## src/rtl/bitty_pkg.sv

```systemverilog
// Shared encoder/decoder definitions: instruction width, field bit positions,
// captured-field struct and the encoder phase enum.
package bitty_pkg;

    localparam int INST_W   = 16;
    localparam int RX_MSB   = 15;
    localparam int RX_LSB   = 13;
    localparam int RY_MSB   = 12;
    localparam int RY_LSB   = 10;
    localparam int SEL_MSB  = 5;
    localparam int SEL_LSB  = 2;
    localparam int MODE_BIT = 1;

    typedef enum logic [2:0] {
        ST_IDLE   = 3'd0,
        ST_LOAD_A = 3'd1,
        ST_LOAD_B = 3'd2,
        ST_EXEC   = 3'd3,
        ST_WB     = 3'd4,
        ST_DONE   = 3'd5
    } state_t;

    typedef struct packed {
        logic [RX_MSB-RX_LSB:0]   rx;
        logic [RY_MSB-RY_LSB:0]   ry;
        logic [SEL_MSB-SEL_LSB:0] alu_sel;
        logic                     mode;
    } fields_t;

endpackage

```

## src/rtl/inst_pack.sv

```systemverilog
// Combinational packer: places captured fields into the instruction word;
// bits not owned by a field are driven to zero.
module inst_pack
    import bitty_pkg::*;
(
    input  fields_t           fld,
    output logic [INST_W-1:0] inst
);

    always_comb begin
        inst                   = '0;
        inst[RX_MSB:RX_LSB]    = fld.rx;
        inst[RY_MSB:RY_LSB]    = fld.ry;
        inst[SEL_MSB:SEL_LSB]  = fld.alu_sel;
        inst[MODE_BIT]         = fld.mode;
    end

endmodule

```

## src/rtl/inst_encoder.sv

```systemverilog
// Instruction encoder: accepts fields in IDLE, then steps LOAD_A..DONE one cycle each (6-cycle issue).
// Optional INST_ENCODER_COUNT_EN adds issued_cnt, counting DONE cycles.
module inst_encoder
    import bitty_pkg::*;
(
    input  logic              clk,
    input  logic              reset,
    input  logic              in_valid,
    output logic              in_ready,
    input  logic [2:0]        rx,
    input  logic [2:0]        ry,
    input  logic [3:0]        alu_sel,
    input  logic              mode,
    output logic [INST_W-1:0] inst,
    output logic              number,
    output logic              en_a,
    output logic              en_b,
    output logic              en_s,
    output logic              en_rx,
`ifdef INST_ENCODER_COUNT_EN
    output logic [15:0]       issued_cnt,
`endif
    output logic              done
);

    state_t  state_q, state_d;
    fields_t fld_q, fld_d;

    always_ff @(posedge clk) begin
        if (reset) begin
            state_q <= ST_IDLE;
            fld_q   <= '0;
        end else begin
            state_q <= state_d;
            fld_q   <= fld_d;
        end
    end

    // Fields are only captured on acceptance, so inputs seen while busy never reach fld_q.
    always_comb begin
        state_d = state_q;
        fld_d   = fld_q;
        case (state_q)
            ST_IDLE: begin
                if (in_valid) begin
                    state_d       = ST_LOAD_A;
                    fld_d.rx      = rx;
                    fld_d.ry      = ry;
                    fld_d.alu_sel = alu_sel;
                    fld_d.mode    = mode;
                end
            end
            ST_LOAD_A: state_d = ST_LOAD_B;
            ST_LOAD_B: state_d = ST_EXEC;
            ST_EXEC:   state_d = ST_WB;
            ST_WB:     state_d = ST_DONE;
            ST_DONE:   state_d = ST_IDLE;
            default:   state_d = ST_IDLE;
        endcase
    end

    always_comb begin
        in_ready = 1'b0;
        number   = 1'b0;
        en_a     = 1'b0;
        en_b     = 1'b0;
        en_s     = 1'b0;
        en_rx    = 1'b0;
        done     = 1'b0;
        case (state_q)
            ST_IDLE:   in_ready = 1'b1;
            ST_LOAD_A: begin en_a = 1'b1; number = 1'b1; end
            ST_LOAD_B: en_b = 1'b1;
            ST_EXEC:   en_s = 1'b1;
            ST_WB:     begin en_rx = 1'b1; number = 1'b1; end
            ST_DONE:   done = 1'b1;
            default:   in_ready = 1'b0;
        endcase
    end

    inst_pack u_pack (
        .fld  (fld_q),
        .inst (inst)
    );

`ifdef INST_ENCODER_COUNT_EN
    logic [15:0] cnt_q, cnt_d;

    always_comb begin
        cnt_d = cnt_q;
        if (state_q == ST_DONE) cnt_d = cnt_q + 16'd1;
    end

    always_ff @(posedge clk) begin
        if (reset) cnt_q <= '0;
        else       cnt_q <= cnt_d;
    end

    assign issued_cnt = cnt_q;
`endif

endmodule
```

## config.mk

```make
export PLATFORM = sky130hd
export DESIGN_NAME = inst_encoder
export DESIGN_NICKNAME = d
export VERILOG_FILES = /design/src/rtl/bitty_pkg.sv /design/src/rtl/inst_pack.sv /design/src/rtl/inst_encoder.sv
export SDC_FILE = /design/constraint.sdc
export NUM_CORES = 1
export LEC_CHECK = 0
export ABC_AREA = 1
export BUFFER_PORTS_ARGS = -buffer_cell sky130_fd_sc_hd__buf_4
export CAP_MARGIN = 20
export CORE_MARGIN = 4
export CORE_UTILIZATION = 46
export CTS_BUF_LIST = sky130_fd_sc_hd__clkbuf_16
export DETAILED_ROUTE_END_ITERATION = 12
export PLACE_DENSITY = 0.85
export SKIP_LAST_GASP = 1
export SLEW_MARGIN = 40
export SYNTH_ARGS = -nofsm -noshare
export SYNTH_HDL_FRONTEND = slang
export SYNTH_HIERARCHICAL = 1
export SYNTH_SLANG_ARGS = --single-unit
```

## constraint.sdc

```tcl
create_clock -name clk -period 1.6 [get_ports clk]
set_clock_uncertainty 0.2 [all_clocks]
set_input_delay 0.32 -clock clk [delete_from_list [all_inputs] [get_ports clk]]
set_output_delay 0.32 -clock clk [all_outputs]
set_load 0.02 [all_outputs]
```

==> impl_results.rst <==
.. list-table::
   :header-rows: 1

   * - Metric
     - Value
   * - Number of DRC markers in iteration 0
     - 5
   * - H-tree Lvls
     - 1
   * - DIE HEIGHT
     - 51.4 um
   * - Depth of the worst register-to-register path
     - 6
   * - Area growth from synthesis to final layout
     - 27.2%
   * - Cells along the critical path
     - inv_2 -> nand3_1 -> nand2_1 -> buf_4
   * - Number of core rows
     - 15
   * - Worst Path Required
     - 1.08 ns
   * - WS Path Type
     - flip-flop to primary output
   * - Worst Min Path Start
     - reset
   * - Final worst path period share
     - 0.954
   * - Post-route DRC violation count
     - 0
   * - Pin count of the biggest net entering global routing
     - 14
   * - Clock root cell
     - clkbuf_16
   * - Clock edge transition at the registers on the reported setup and hold paths
     - 0.05 ns
   * - Fraction of the core area covered by cells at the end of the flow
     - 0.624
   * - Share of the yosys chip area belonging to registers
     - 0.324
   * - Net switching power
     - 376 uW
   * - Via total after detailed routing
     - 759
   * - Kind of capture point of the worst setup path
     - primary output
   * - Via count of the first global-routing pass
     - 662
   * - HPWL after detailed placement
     - 1260 um
   * - Post-detailed-route via-to-cell ratio
     - 4.17
   * - Max-cap check violation count
     - 0
   * - Most frequent cells in the layout
     - inv_1 (38), buf_4 (34), nand2_1 (26)
   * - Width of the chip
     - 51.4 um
   * - Initial antenna violation count
     - 0
   * - Number of synthesized register bits
     - 14
   * - Final critical-path setup slack
     - 0.0741 ns
   * - Total CTS buffers
     - 3
   * - Total gr overflow
     - 0
   * - Nature of the critical path startpoint
     - flip-flop
   * - Combinational share of power
     - 0.299
   * - Total iterations of the first detailed-routing run
     - 4
   * - Sinks on the clock net
     - 14
   * - WP buf/inv
     - 2
   * - Synthesized instance count
     - 137
   * - Fraction of synthesized area in multiplexers
     - 0
   * - Cell types occupying the most area after synthesis
     - dfxtp_1 (32%), inv_1 (17%), buf_4 (14%)
   * - Number of warnings printed during yosys synthesis
     - 6
   * - Commonest non-fill, non-tap cell in the layout
     - inv_1
   * - Wire length per cell
     - 9.26 um
   * - Seq pwr share
     - 0.338
   * - Classification of the worst-slack hold path
     - input port to flip-flop
   * - Worst Hold End
     - state_q[2]$_SDFFE_PP0P_
   * - Starting Density
     - 0.491
   * - Combinational family with the most area after synthesis
     - buffers and inverters
   * - Clk network pwr share
     - 0.362
   * - Clock insertion delay at the later pin of the skew report
     - 0.24 ns
   * - Post-layout minimum cycle time
     - 1.53 ns
   * - Maximum fanout along the worst path
     - 6
   * - Area of the placeable core
     - 1760 um2
   * - Share of the synthesized area in the top cell type
     - 0.324
   * - CTS tree
     - built
   * - Share of synthesized cell area in and, or, nand and nor gates
     - 0.324
   * - RR Startpoint
     - state_q[1]$_SDFFE_PP0P_
   * - Final antenna-violating net count
     - 0
   * - Post-Synth Adder-Cell Area
     - 0
   * - Switching share of total power
     - 0.300
   * - Leakage power
     - 0.000670 uW
   * - Number of hold buffers added after CTS
     - 0
   * - Setup tns final
     - 0 ns
   * - RD Place Congestion
     - 0.787
   * - Post-synthesis area per instance
     - 6.32 um2
   * - Worst IR drop on VDD
     - 0.628 mV
   * - Top-level port count
     - 37
   * - First-pass GRT wire length
     - 2650 um
   * - Internal Power
     - 878 uW
   * - Total Routing Usage GR
     - 0.131
   * - Gate family responsible for the most delay along the worst path
     - flip-flops
   * - Crit Reg-Reg Endpoint
     - fld_q[10]$_SDFFE_PP0P_
   * - Setup Viol. Count Final
     - 0
   * - Outcome
     - completed
   * - Synth Cell Area
     - 866 um2
   * - Maximum clock insertion buffer count
     - 2
   * - Post-placement setup slack
     - 0.159 ns
   * - # diodes
     - 0
   * - Setup repair after global routing missed its margin
     - true
   * - Synth area leader
     - dfxtp_1
   * - Number of port buffers
     - 31
   * - Worst reg2reg setup slack
     - 0.25 ns
   * - Highest achievable clock rate
     - 655 MHz
   * - Worst Path Arrival
     - 1.01 ns
   * - Crit-path slowest cell
     - dfxtp_2
   * - Fraction of layout instances using a drive strength above 1
     - 0.274
   * - Final number of hold-violating endpoints
     - 0
   * - Area of the die
     - 2640 um2
   * - Nets
     - 173
   * - Post-synthesis cell type count
     - 16
   * - Post-synthesis compound-gate area fraction
     - 0.00578
   * - Xor/xnor cell area share of the yosys netlist
     - 0
   * - Maximum cell stage delay along the critical path
     - 0.38 ns
   * - Power per cell area
     - 1140 nW/um2
   * - Final count of pins violating max slew
     - 0
   * - Hold-critical path depth
     - 2
   * - Total detailed-routing wirelength
     - 1690 um
==> stage by stage <==
stage               cell area, um2  cells  hold WS, ns  power (uW)
CTS                           1100    182       0.0356        1260
global route                  1100    182       0.0334        1330
global placement              1010    178        0.287         789
floorplan                      881    141        0.192         721
detailed placement            1010    178        0.291         795
finish                        1100    182       0.0343        1250
==> state kept, by name (all words and copies together), names as in the netlist <==
register	flops
state_q	3
fld_q	11
==> power by group through the flow <==
| stage | clock, uW | combinational (uW) | sequential, uW |
|---|---|---|---|
| finish | 454 | 375 | 424 |
| global route | 482 | 416 | 431 |
| CTS | 459 | 378 | 424 |
| detailed placement | 0 | 367 | 428 |
| global placement | 0 | 363 | 426 |
| floorplan | 0 | 298 | 423 |
==> metal layers <==
metal	vias up	track usage	wire, um
met2	27	0.216	777
li1	419	-	-
met5	-	0	0
met3	2	0.0408	131
met1	311	0.163	767
met4	0	0.0393	8
==> cell type report <==
cell class,instances,area (um2)
clock buffer,3,75.1
fill,186,663
inverter,39,146
multi-input combinational,67,304
sequential,14,289
tap,25,31.3
timing repair buffer,34,255
==> repair_timing <==
item / 4_1_cts / 5_1_grt
endpoints found under the hold margin: 0 / 0
gates resized for setup: 3 / 3
pin swaps: 1 / 0
buffers inserted: 1 / 0
setup endpoints to repair: 5 / 3
==> worst max-delay path by stage <==
stage                                       start  endpoint  slack [ns]  cells after the start
after floorplan           state_q[2]$_SDFFE_PP0P_      done         0.1                      3
after global placement    state_q[0]$_SDFFE_PP0P_     en_rx        0.20                      4
after detailed placement  state_q[0]$_SDFFE_PP0P_     en_rx        0.16                      4
after CTS                 state_q[2]$_SDFFE_PP0P_    number       0.002                      4
after global routing      state_q[2]$_SDFFE_PP0P_    number       -0.03                      4
final                     state_q[2]$_SDFFE_PP0P_    number        0.07                      4
==> cell families after synthesis <==
family,count (synthesis)
buffers and inverters,60
and+or+nand+nor,61
AOI/OAI and AO/OA,1
DFF,14
other,1
==> cells in the mapped netlist, drive strengths merged <==
cell,count
a21oi,1
nand2,26
buf,21
nand3,4
nor2,17
nand3b,1
conb,1
dfxtp,14
nand4,11
inv,39
nor3,2
Note: power is estimated with default switching activity, not from simulation.
